## config.mk

```make
export PLATFORM = sky130hd
export DESIGN_NAME = ac97_rx_flat
export DESIGN_NICKNAME = d
export VERILOG_FILES = /design/src/rtl/ac97_pkg.sv /design/src/rtl/ac97_rx_if.sv /design/src/rtl/ac97_slot_shift.sv /design/src/rtl/ac97_rx.sv /design/src/flat_wrapper.sv
export SDC_FILE = /design/constraint.sdc
export NUM_CORES = 1
export LEC_CHECK = 0
export ABC_AREA = 0
export CAP_MARGIN = 20
export CORE_MARGIN = 10
export CORE_UTILIZATION = 50
export DETAILED_ROUTE_END_ITERATION = 6
export GPL_ROUTABILITY_DRIVEN = 0
export PLACE_DENSITY = 0.76
export SETUP_SLACK_MARGIN = 0.05
export SYNTH_ARGS = -nofsm -noshare
export SYNTH_HDL_FRONTEND = slang
export SYNTH_SLANG_ARGS = --single-unit
```

## constraint.sdc

```tcl
create_clock -name AUDIO_BIT_CLK -period 2.6 [get_ports AUDIO_BIT_CLK]
set_input_delay 0.26 -clock AUDIO_BIT_CLK [delete_from_list [all_inputs] [get_ports AUDIO_BIT_CLK]]
set_output_delay 0.26 -clock AUDIO_BIT_CLK [all_outputs]
set_load 0.005 [all_outputs]
```

## src/rtl/ac97_pkg.sv

```systemverilog
// Shared constants, tag bit positions and FSM state type for the AC97 input-frame receiver.
package ac97_pkg;

  localparam int TAG_W      = 16;
  localparam int SLOT_W     = 20;
  localparam int FRAME_BITS = 256;
  localparam int NSLOTS     = 12;

  localparam int TAG_READY = 15;
  localparam int TAG_S1    = 14;
  localparam int TAG_S2    = 13;
  localparam int TAG_S3    = 12;
  localparam int TAG_S4    = 11;

  typedef enum logic [1:0] {
    ST_IDLE,
    ST_TAG,
    ST_SLOTS
  } rx_state_e;

  // Status read-back is only meaningful when the codec flags both slot 1 and slot 2.
  function automatic logic status_ok(input logic [TAG_W-1:0] t);
    return t[TAG_S1] & t[TAG_S2];
  endfunction

endpackage

```

## src/rtl/ac97_rx_if.sv

```systemverilog
// Bundle of the codec-facing serial inputs and the decoded frame outputs of ac97_rx.
interface ac97_rx_if
  import ac97_pkg::*;
#(
  parameter int PCM_W = 16
);

  logic              AUDIO_SYNC;
  logic              AUDIO_SDATA_IN;
  logic [TAG_W-1:0]  tag;
  logic              codec_ready;
  logic [6:0]        status_addr;
  logic [15:0]       status_data;
  logic [PCM_W-1:0]  pcm_l;
  logic [PCM_W-1:0]  pcm_r;
  logic              frame_valid;
  logic              status_valid;
  logic              sync_err;

  modport master (
    output AUDIO_SYNC, AUDIO_SDATA_IN,
    input  tag, codec_ready, status_addr, status_data,
    input  pcm_l, pcm_r, frame_valid, status_valid, sync_err
  );

  modport slave (
    input  AUDIO_SYNC, AUDIO_SDATA_IN,
    output tag, codec_ready, status_addr, status_data,
    output pcm_l, pcm_r, frame_valid, status_valid, sync_err
  );

endinterface

```

## src/rtl/ac97_slot_shift.sv

```systemverilog
// MSB-first slot deserialiser; done pulses the cycle after the last bit of a word was shifted in.
module ac97_slot_shift
  import ac97_pkg::*;
(
  input  logic              clk,
  input  logic              rst,
  input  logic              shift_en,
  input  logic              bit_in,
  input  logic              word_end,
  output logic [SLOT_W-1:0] data,
  output logic              done
);

  always_ff @(posedge clk) begin
    if (rst) begin
      data <= '0;
      done <= 1'b0;
    end else begin
      done <= shift_en & word_end;
      if (shift_en) begin
        data <= {data[SLOT_W-2:0], bit_in};
      end
    end
  end

endmodule

```

## src/rtl/ac97_rx.sv

```systemverilog
// AC97 input-frame receiver: deserialises SDATA_IN framed by SYNC and commits tag, status and PCM words.
module ac97_rx
  import ac97_pkg::*;
#(
  parameter int PCM_W = 16
) (
  input logic      AUDIO_BIT_CLK,
  input logic      RESET,
  ac97_rx_if.slave bus
);

  localparam logic [7:0] TAG_LAST   = 8'(TAG_W - 1);
  localparam logic [7:0] SLOT_FIRST = 8'(TAG_W);
  localparam logic [7:0] FRAME_LAST = 8'(FRAME_BITS - 1);
  localparam logic [4:0] SLOT_LAST  = 5'(SLOT_W - 1);

  logic              sync_q;
  logic              sync_prev;
  logic              sdin_q;
  logic              rise;

  rx_state_e         state;
  rx_state_e         state_n;
  logic [7:0]        bitcnt;
  logic [7:0]        bitcnt_n;
  logic [7:0]        frame_bit;

  logic              shift_en;
  logic              word_end;
  logic              commit;
  logic              commit_q;
  logic              frame_err;

  logic [4:0]        slot_bit;
  logic [3:0]        slot_idx;
  logic [3:0]        done_slot;
  logic [SLOT_W-1:0] shift_data;
  logic              shift_done;

  logic [TAG_W-1:0]  tag_h;
  logic [6:0]        addr_h;
  logic [15:0]       sdata_h;
  logic [PCM_W-1:0]  left_h;
  logic [PCM_W-1:0]  right_h;

  always_ff @(posedge AUDIO_BIT_CLK) begin
    if (RESET) begin
      sync_q    <= 1'b0;
      sync_prev <= 1'b0;
      sdin_q    <= 1'b0;
    end else begin
      sync_q    <= bus.AUDIO_SYNC;
      sync_prev <= sync_q;
      sdin_q    <= bus.AUDIO_SDATA_IN;
    end
  end

  assign rise = sync_q & ~sync_prev;

  always_ff @(posedge AUDIO_BIT_CLK) begin
    if (RESET) begin
      state  <= ST_IDLE;
      bitcnt <= '0;
    end else begin
      state  <= state_n;
      bitcnt <= bitcnt_n;
    end
  end

  // A rise is itself bit 0, so the counter leaves that cycle already pointing at bit 1.
  always_comb begin
    state_n  = state;
    bitcnt_n = bitcnt;
    case (state)
      ST_IDLE: begin
        if (rise) begin
          state_n  = ST_TAG;
          bitcnt_n = 8'd1;
        end
      end
      ST_TAG: begin
        if (!sync_q) begin
          state_n  = ST_IDLE;
          bitcnt_n = '0;
        end else begin
          bitcnt_n = bitcnt + 8'd1;
          if (bitcnt == TAG_LAST) state_n = ST_SLOTS;
        end
      end
      ST_SLOTS: begin
        if (rise) begin
          state_n  = ST_TAG;
          bitcnt_n = 8'd1;
        end else if ((bitcnt == SLOT_FIRST) && sync_q) begin
          state_n  = ST_IDLE;
          bitcnt_n = '0;
        end else begin
          bitcnt_n = bitcnt + 8'd1;
          if (bitcnt == FRAME_LAST) state_n = ST_IDLE;
        end
      end
      default: begin
        state_n  = ST_IDLE;
        bitcnt_n = '0;
      end
    endcase
  end

  always_comb begin
    frame_bit = bitcnt;
    shift_en  = 1'b0;
    commit    = 1'b0;
    frame_err = 1'b0;
    case (state)
      ST_IDLE: begin
        if (rise) begin
          frame_bit = '0;
          shift_en  = 1'b1;
        end
      end
      ST_TAG: begin
        shift_en  = 1'b1;
        frame_err = ~sync_q;
      end
      ST_SLOTS: begin
        shift_en = 1'b1;
        if (rise) begin
          frame_bit = '0;
          frame_err = 1'b1;
        end else if ((bitcnt == SLOT_FIRST) && sync_q) begin
          frame_err = 1'b1;
        end else if (bitcnt == FRAME_LAST) begin
          commit = 1'b1;
        end
      end
      default: begin
        shift_en = 1'b0;
      end
    endcase
    word_end = shift_en &&
               ((frame_bit == TAG_LAST) ||
                ((frame_bit >= SLOT_FIRST) && (slot_bit == SLOT_LAST)));
  end

  // Slot position tracking; done_slot remembers which word the shifter is about to hand over.
  always_ff @(posedge AUDIO_BIT_CLK) begin
    if (RESET) begin
      slot_bit  <= '0;
      slot_idx  <= '0;
      done_slot <= '0;
    end else if (shift_en) begin
      if (frame_bit == TAG_LAST) begin
        slot_bit <= '0;
        slot_idx <= 4'd1;
      end else if (frame_bit >= SLOT_FIRST) begin
        if (slot_bit == SLOT_LAST) begin
          slot_bit <= '0;
          if (slot_idx != 4'(NSLOTS)) slot_idx <= slot_idx + 4'd1;
        end else begin
          slot_bit <= slot_bit + 5'd1;
        end
      end
      if (word_end) done_slot <= (frame_bit == TAG_LAST) ? 4'd0 : slot_idx;
    end
  end

  ac97_slot_shift u_shift (
    .clk      (AUDIO_BIT_CLK),
    .rst      (RESET),
    .shift_en (shift_en),
    .bit_in   (sdin_q),
    .word_end (word_end),
    .data     (shift_data),
    .done     (shift_done)
  );

  always_ff @(posedge AUDIO_BIT_CLK) begin
    if (RESET) begin
      tag_h   <= '0;
      addr_h  <= '0;
      sdata_h <= '0;
      left_h  <= '0;
      right_h <= '0;
    end else if (shift_done) begin
      case (done_slot)
        4'd0:    tag_h   <= shift_data[TAG_W-1:0];
        4'd1:    addr_h  <= shift_data[18:12];
        4'd2:    sdata_h <= shift_data[19:4];
        4'd3:    left_h  <= shift_data[SLOT_W-1 -: PCM_W];
        4'd4:    right_h <= shift_data[SLOT_W-1 -: PCM_W];
        default: ;
      endcase
    end
  end

  // Holding registers only reach the outputs on a clean frame end, so aborted frames leave them untouched.
  always_ff @(posedge AUDIO_BIT_CLK) begin
    if (RESET) begin
      commit_q         <= 1'b0;
      bus.frame_valid  <= 1'b0;
      bus.status_valid <= 1'b0;
      bus.sync_err     <= 1'b0;
      bus.tag          <= '0;
      bus.codec_ready  <= 1'b0;
      bus.status_addr  <= '0;
      bus.status_data  <= '0;
      bus.pcm_l        <= '0;
      bus.pcm_r        <= '0;
    end else begin
      commit_q         <= commit;
      bus.frame_valid  <= commit_q;
      bus.status_valid <= commit_q & status_ok(tag_h);
      bus.sync_err     <= frame_err;
      if (commit_q) begin
        bus.tag         <= tag_h;
        bus.codec_ready <= tag_h[TAG_READY];
        bus.pcm_l       <= left_h;
        bus.pcm_r       <= right_h;
        if (status_ok(tag_h)) begin
          bus.status_addr <= addr_h;
          bus.status_data <= sdata_h;
        end
      end
    end
  end

endmodule

```

## src/flat_wrapper.sv

```systemverilog
// flat-port wrapper written by rule: the top's interface ports become plain ports
module ac97_rx_flat import ac97_pkg::*;
#(
  parameter int PCM_W = 16
)
  (AUDIO_BIT_CLK, RESET, bus_AUDIO_SYNC, bus_AUDIO_SDATA_IN, bus_tag, bus_codec_ready, bus_status_addr, bus_status_data, bus_pcm_l, bus_pcm_r, bus_frame_valid, bus_status_valid, bus_sync_err);
  ac97_rx_if #(.PCM_W(PCM_W)) bus_i ();
  input logic AUDIO_BIT_CLK;
  input logic RESET;
  input wire logic [$bits(bus_i.AUDIO_SYNC)-1:0] bus_AUDIO_SYNC;
  input wire logic [$bits(bus_i.AUDIO_SDATA_IN)-1:0] bus_AUDIO_SDATA_IN;
  output wire logic [$bits(bus_i.tag)-1:0] bus_tag;
  output wire logic [$bits(bus_i.codec_ready)-1:0] bus_codec_ready;
  output wire logic [$bits(bus_i.status_addr)-1:0] bus_status_addr;
  output wire logic [$bits(bus_i.status_data)-1:0] bus_status_data;
  output wire logic [$bits(bus_i.pcm_l)-1:0] bus_pcm_l;
  output wire logic [$bits(bus_i.pcm_r)-1:0] bus_pcm_r;
  output wire logic [$bits(bus_i.frame_valid)-1:0] bus_frame_valid;
  output wire logic [$bits(bus_i.status_valid)-1:0] bus_status_valid;
  output wire logic [$bits(bus_i.sync_err)-1:0] bus_sync_err;
  assign bus_i.AUDIO_SYNC = bus_AUDIO_SYNC;
  assign bus_i.AUDIO_SDATA_IN = bus_AUDIO_SDATA_IN;
  assign bus_tag = bus_i.tag;
  assign bus_codec_ready = bus_i.codec_ready;
  assign bus_status_addr = bus_i.status_addr;
  assign bus_status_data = bus_i.status_data;
  assign bus_pcm_l = bus_i.pcm_l;
  assign bus_pcm_r = bus_i.pcm_r;
  assign bus_frame_valid = bus_i.frame_valid;
  assign bus_status_valid = bus_i.status_valid;
  assign bus_sync_err = bus_i.sync_err;
  ac97_rx #(.PCM_W(PCM_W)) u_core (.AUDIO_BIT_CLK(AUDIO_BIT_CLK), .RESET(RESET), .bus(bus_i));
endmodule
```

==> results of run 1 <==
==> power groups by stage <==
| stage | clock network (mW) | logic [mW] | registers (mW) |
|---|---|---|---|
| detailed placement | 0 | 0.223 | 3.05 |
| global placement | 0 | 0.223 | 3.05 |
| floorplan | 0 | 0.171 | 3.04 |
| global route | 2.87 | 0.256 | 2.98 |
| CTS | 2.75 | 0.225 | 2.98 |
| finish | 2.71 | 0.225 | 2.98 |
==> worst paths after layout <==
path | depth (start not counted) | end | from | slack (ps)
worst max-delay path | 7 | u_core.done_slot[1] | u_core.state[0] | 360
worst min-delay path | 2 | u_core.sync_q | RESET | 220
worst max register to register | 7 | u_core.done_slot[1] | u_core.state[0] | 360
worst min register to register | 2 | u_core.u_shift.data[0] | u_core.sdin_q | 450
==> cell families (layout without fill, tap and decap cells) <==
group,count (synthesis),after routing,share of synthesized area (%)
AO/OA/AOI/OAI,142,142,11.5
XOR/XNOR,2,2,0.241
adder cells (fa/ha/maj),9,9,1.55
buffers and inverters,61,133,3.35
flip-flops,193,193,53.1
multiplexers,72,72,9.91
AND/OR/NAND/NOR,354,354,20.3
==> through the flow <==
stage                     util, %  cell area [um^2]  cells  power [mW]  setup slack [ps]
after floorplan                 -              7270    833        3.22               578
after global placement       57.1              8200   1057        3.27               442
after detailed placement     57.1              8200   1057        3.27               350
after CTS                    61.4              8820   1089        5.96               375
after global routing         61.4              8820   1089        6.11               189
final                        61.4              8820   1089        5.92               361
==> placed cells by master, fill, tap and decap left out, drive strengths merged, types with 3 or more instances in the layout <==
cell	count
nand2	205
dfxtp	193
a21oi	106
nor2	92
clkdlybuf4s50	77
mux2i	72
clkbuf	21
buf	13
inv	11
nand3	11
nor3	11
ha	9
a31oi	8
nor2b	5
and3	5
a22oi	5
clkinv	5
or3	5
nand2b	4
bufinv	4
o21ai	4
o211ai	3
o22ai	3
nor4	3
==> layer usage <==
layer  share of wire [%]  global-route usage [%]
met5                   0                       0
met3                 4.7                    4.84
met4                 1.9                    5.49
met1                  44                    19.8
met2                  50                    28.7
==> registers in the layout, summed over array words and instances (netlist names), 5 cells and up <==
signal	cells
u_core.addr_h	7
u_core.bitcnt	8
u_core.bus.pcm_l	16
u_core.bus.pcm_r	16
u_core.bus.status_addr	7
u_core.bus.status_data	16
u_core.bus.tag	15
u_core.left_h	16
u_core.right_h	16
u_core.sdata_h	16
u_core.slot_bit	5
u_core.tag_h	16
u_core.u_shift.data	20
==> cell type report <==
cell class,instances,area [um^2]
Inverter,11,41.3
Clock buffer,21,460
Timing Repair Buffer,90,885
Fill cell,1206,5550
Tap cell,184,230
Multi-Input combinational cell,579,3180
Clock inverter,11,160
Sequential cell,193,3860
==> critical path, stage by stage, from the launching register on <==
cell     delay (ps)
dfxtp_1         380
inv_1            80
ha_1            310
or2_1           350
a221o_1         490
a21o_1          240
a22oi_1         210
nor2_1           60
==> impl_metrics.yaml, run 1 <==
status:
  status: "finished clean"
sta:
  grt_setup_unrepaired: "no"
  hold_viol: 0
  timing.max_slew.rel_slack_pct: 47.4
  minimum_hold_slack_ps: 217
  worst_pin_slew_ps: 789
  setup_tns_ps: 0
  clock-skew-final_ps: 6.17
  maxSlewViolCount: 0
  timing.final.crit_period_ps: 2240
  fmaxAchievable_mhz: 447
  setup-violations-final: 0
  min_period_over_period_pct: 86.1
global_routing:
  grt_pass1_vias: 5620
  grt_usage_pct: 16.8
  grt_max_degree: 82
  grt_antenna_before_repair: 0
  global_route_wire_length_before_repair_um: 27700
  grt_overflow: 0
die:
  die_area_mm2: 0.0198
  io_pins: 79
  floorplan.initialDensity_pct: 50.6
  fp.coreArea_mm2: 0.0144
  die_height_um: 141
  die_x_um: 141
  placementRows: 44
logic_synthesis:
  yosys_warning_total: 0
  post_synth_inst_count: 833
  synthesis.area_mm2: 0.00727
  postSynth.asyncResetShare_pct: 0
  yosysMostFrequentCell: "nand2_1"
  synth.area.top_cells: "dfxtp_1 53%, nand2_1 11%, mux2i_1 9.9%, a21oi_1 7.2%, nor2_1 4.7%"
  seq_area_frac_synth_pct: 53.1
  synth-edff-count: 0
  synthDominantCellAreaShare_pct: 53.1
  ys_ff_latch: 193
  synth_top_cell_by_area: "dfxtp_1"
  syn_nets: 846
  post_synth_num_cell_types: 51
  ys_dominant_reg_cell: "dfxtp_1"
  ys_top_cells_by_count: "205 x nand2_1, 193 x dfxtp_1, 105 x a21oi_1, 92 x nor2_1, 72 x mux2i_1"
  synth_area_per_cell_um2: 8.73
power:
  combinational_power_share_pct: 3.8
  static-leakage-power_nw: 2.97
  share_clk_of_total_power_pct: 45.8
  power_frac_seq_pct: 50.4
  p_int_mw: 4.68
  switching_share_pct: 20.9
  p_switching_mw: 1.24
  worst_ir_drop_on_vdd_v: 0.000513
  power.density_mw_per_mm2: 671
setup_path:
  worst_ep_arrival_time_ps: 2540
  critical_path.startpoint_type: "register"
  worstSetupEndpointType: "register"
  crit_required_ps: 2900
  worstSetupPathType: "reg2reg"
  worst-path-max-fanout: 8
final_layout:
  ratio_of_cells_with_drive_above_1_in_the_final_layout_pct: 6.08
  fin_nets: 905
  num_antenna_cells: 0
  area.growth.synth_to_final_pct: 21.2
clock_network:
  holdBufCountCts: 0
  root_buffer: "clkbuf_16"
  tritoncts_clock_tree: "yes"
  ctsHtreeMaxLevel: 4
  cts.sink_count: 193
  clock_insertion_delay_worst_skew_ps: 420
  cts_made_buffers: 17
  post-cts-setup-buffers: 0
  max-clock-path-buffers: 2
  cts-resized-gates: 0
  cts.clk_slew.worst_paths_ps: 60
placed_design:
  detailed_place_hpwl_um: 11100
  io_buffers: 78
worst_hold_path:
  timing.hold.worst.class: "in2reg"
job:
  maxCapViolations: 0
detailed_routing:
  drt-pass1-iter-count: 5
  dr.first_iter.drc_count: 466
  wl_um: 16600
  remaining_drc_errors: 0
  drt-wirelength-per-cell_um: 15.2
  ant_nets: 0
  route.vias.total: 5791
  detail_route.vias_per_cell: 5.32
Note: power is estimated with default switching activity, not from simulation.
==> run 2: changes to the inputs <==
--- a/config.mk
+++ b/config.mk
@@ -8,10 +8,10 @@
 export ABC_AREA = 0
 export CAP_MARGIN = 20
 export CORE_MARGIN = 10
-export CORE_UTILIZATION = 50
+export CORE_UTILIZATION = 55
 export DETAILED_ROUTE_END_ITERATION = 6
 export GPL_ROUTABILITY_DRIVEN = 0
-export PLACE_DENSITY = 0.76
+export PLACE_DENSITY = 0.82
 export SETUP_SLACK_MARGIN = 0.05
 export SYNTH_ARGS = -nofsm -noshare
 export SYNTH_HDL_FRONTEND = slang
==> run 2 against run 1 <==
Clock power hardly changed. Final cell count is 1.3% lower. Utilization is 7.4 points higher. Fmax hardly changed. Routed wire length is 0.25% higher. Sequential power hardly changed. Count of clock-buffer cells in the layout stayed put. Global-route usage is 1.4 points higher. Critical path type unchanged. Highest routed layer unchanged.
==> impl_metrics.yaml, run 2 (synthesized netlist as in run 1, its figures left out) <==
status:
  status: "finished clean"
power:
  worst_ir_drop_on_vdd_v: 0.000336
  static-leakage-power_nw: 2.95
  power.density_mw_per_mm2: 673
setup_path:
  critical-path-max-stage-delay_ps: 490
  worst_ep_arrival_time_ps: 2580
  crit_required_ps: 2940
  critical_path.startpoint_type: "register"
  critical-path-slowest-cell: "a221o_1"
  worstSetupPathType: "reg2reg"
  path_cells: "inv_1 -> ha_1 -> or2_1 -> a221o_1 -> a21oi_1 -> a21oi_1 -> a311oi_1"
  worst-path-max-fanout: 8
  rr_worst_depth: 7
  worstSetupEndpointType: "register"
  path_common_cell: "a21oi_1"
worst_hold_path:
  timing.hold.worst.class: "in2reg"
  hold_path_depth: 2
die:
  die_x_um: 135
  die_area_mm2: 0.0182
  fp.coreArea_mm2: 0.0128
  die_height_um: 135
  io_pins: 79
  floorplan.initialDensity_pct: 56.9
  placementRows: 41
global_routing:
  grt_util_met1_pct: 22.2
  grt_antenna_before_repair: 0
  grt_max_degree: 88
  grt_usage_pct: 18.2
  global_route_wire_length_before_repair_um: 27100
  grt_util_met3_pct: 4.27
  groute.layer.met2.usage_pct: 30.2
  grt_pass1_vias: 5498
  top_usage_layer: "met2"
  grt_overflow: 0
sta:
  setup-violations-final: 0
  worst_pin_slew_ps: 805
  timing.max_slew.rel_slack_pct: 46.3
  grt_setup_unrepaired: "no"
  setup_tns_ps: 0
  clock-skew-final_ps: 6.66
  timing.final.crit_period_ps: 2240
  maxSlewViolCount: 0
  min_period_over_period_pct: 86.1
  hold_viol: 0
  fmaxAchievable_mhz: 447
final_layout:
  most_common_library_cell_in_the_layout_ignoring_fill_and_taps: "nand2_1"
  fin_nets: 903
  largest_register_ffs: 20
  instances_no_fill: 1075
  area.growth.synth_to_final_pct: 20.9
  most-common-layout-cells: "205 x nand2_1, 192 x dfxtp_1, 105 x a21oi_1"
  registers.top_by_ff_count: "u_core.u_shift.data"
  ratio_of_cells_with_drive_above_1_in_the_final_layout_pct: 5.98
  num_antenna_cells: 0
clock_network:
  tritoncts_clock_tree: "yes"
  cts-resized-gates: 0
  cts_made_buffers: 17
  cts.sink_count: 193
  holdBufCountCts: 0
  post-cts-setup-buffers: 0
  max-clock-path-buffers: 2
  root_buffer: "clkbuf_16"
  ctsHtreeMaxLevel: 4
  clock_insertion_delay_worst_skew_ps: 430
  cts.clk_slew.worst_paths_ps: 70
detailed_routing:
  route.vias.total: 5829
  drt-wirelength-per-cell_um: 15.5
  dr.first_iter.drc_count: 531
  detail_route.vias_per_cell: 5.42
  remaining_drc_errors: 0
  wl_um: 16600
  drt-pass1-iter-count: 7
  ant_nets: 0
placed_design:
  io_buffers: 78
  place.detailed.instances: 1043
  detailed_place_hpwl_um: 10800
job:
  maxCapViolations: 0
[run 2: cell types whose count changed in the layout (fill, tap and decap cells not counted), sizes merged]
cell,delta
buf,-2
bufinv,-1
clkinv,-3
clkinvlp,+3
inv,+1
[run 2: worst max-delay path, delay by kind of cell (launching register included)]
family	cells	cell delay, ps
adders and majority gates	1	310
AOI/OAI and AO/OA	4	1020
buffers and inverters	1	80
and+or+nand+nor	1	350
DFF	1	380
[run 2: metal layers]
metal,part of all wire [%],up-vias
met5,0,-
met4,2.2,0
met3,5.9,30
met2,48,155
met1,44,2740
li1,-,2904
[run 2: final timing paths]
kind	startpoint	to	slack [ps]
setup / recovery	u_core.state[0]	u_core.slot_idx[3]	360
hold / removal	RESET	u_core.bus.tag[3]	260
setup reg to reg	u_core.state[0]	u_core.slot_idx[3]	360
hold reg to reg	u_core.sdin_q	u_core.u_shift.data[0]	450
[run 2: metrics by stage]
stage / hold slack [ps] / util (%) / setup WS, ps / cell area, um^2 / total power, mW
2_1_floorplan: 388 / - / 578 / 7270 / 3.22
3_3_place_gp: 437 / 63.9 / 457 / 8170 / 3.26
3_5_place_dp: 441 / 63.9 / 363 / 8170 / 3.27
4_1_cts: 279 / 68.8 / 358 / 8790 / 5.93
5_1_grt: 312 / 68.8 / 135 / 8790 / 6.08
6_report: 264 / 68.8 / 361 / 8790 / 5.92
[run 2: area by class of cell]
class                   instances  area (um^2)
fillers                      1000         3980
flip-flops and latches        193         3860
multi-input cells             579         3180
repair buffers                 88          870
clock buffers                  21          470
well taps                     172          215
clock inverters                11          153
inverters                      11         41.3
[run 2: power breakdown]
part | switching [mW] | total [mW] | internal (mW)
Clock | 1.12 | 2.71 | 1.60
Sequential | 0.0143 | 2.98 | 2.97
Combinational | 0.168 | 0.224 | 0.0559
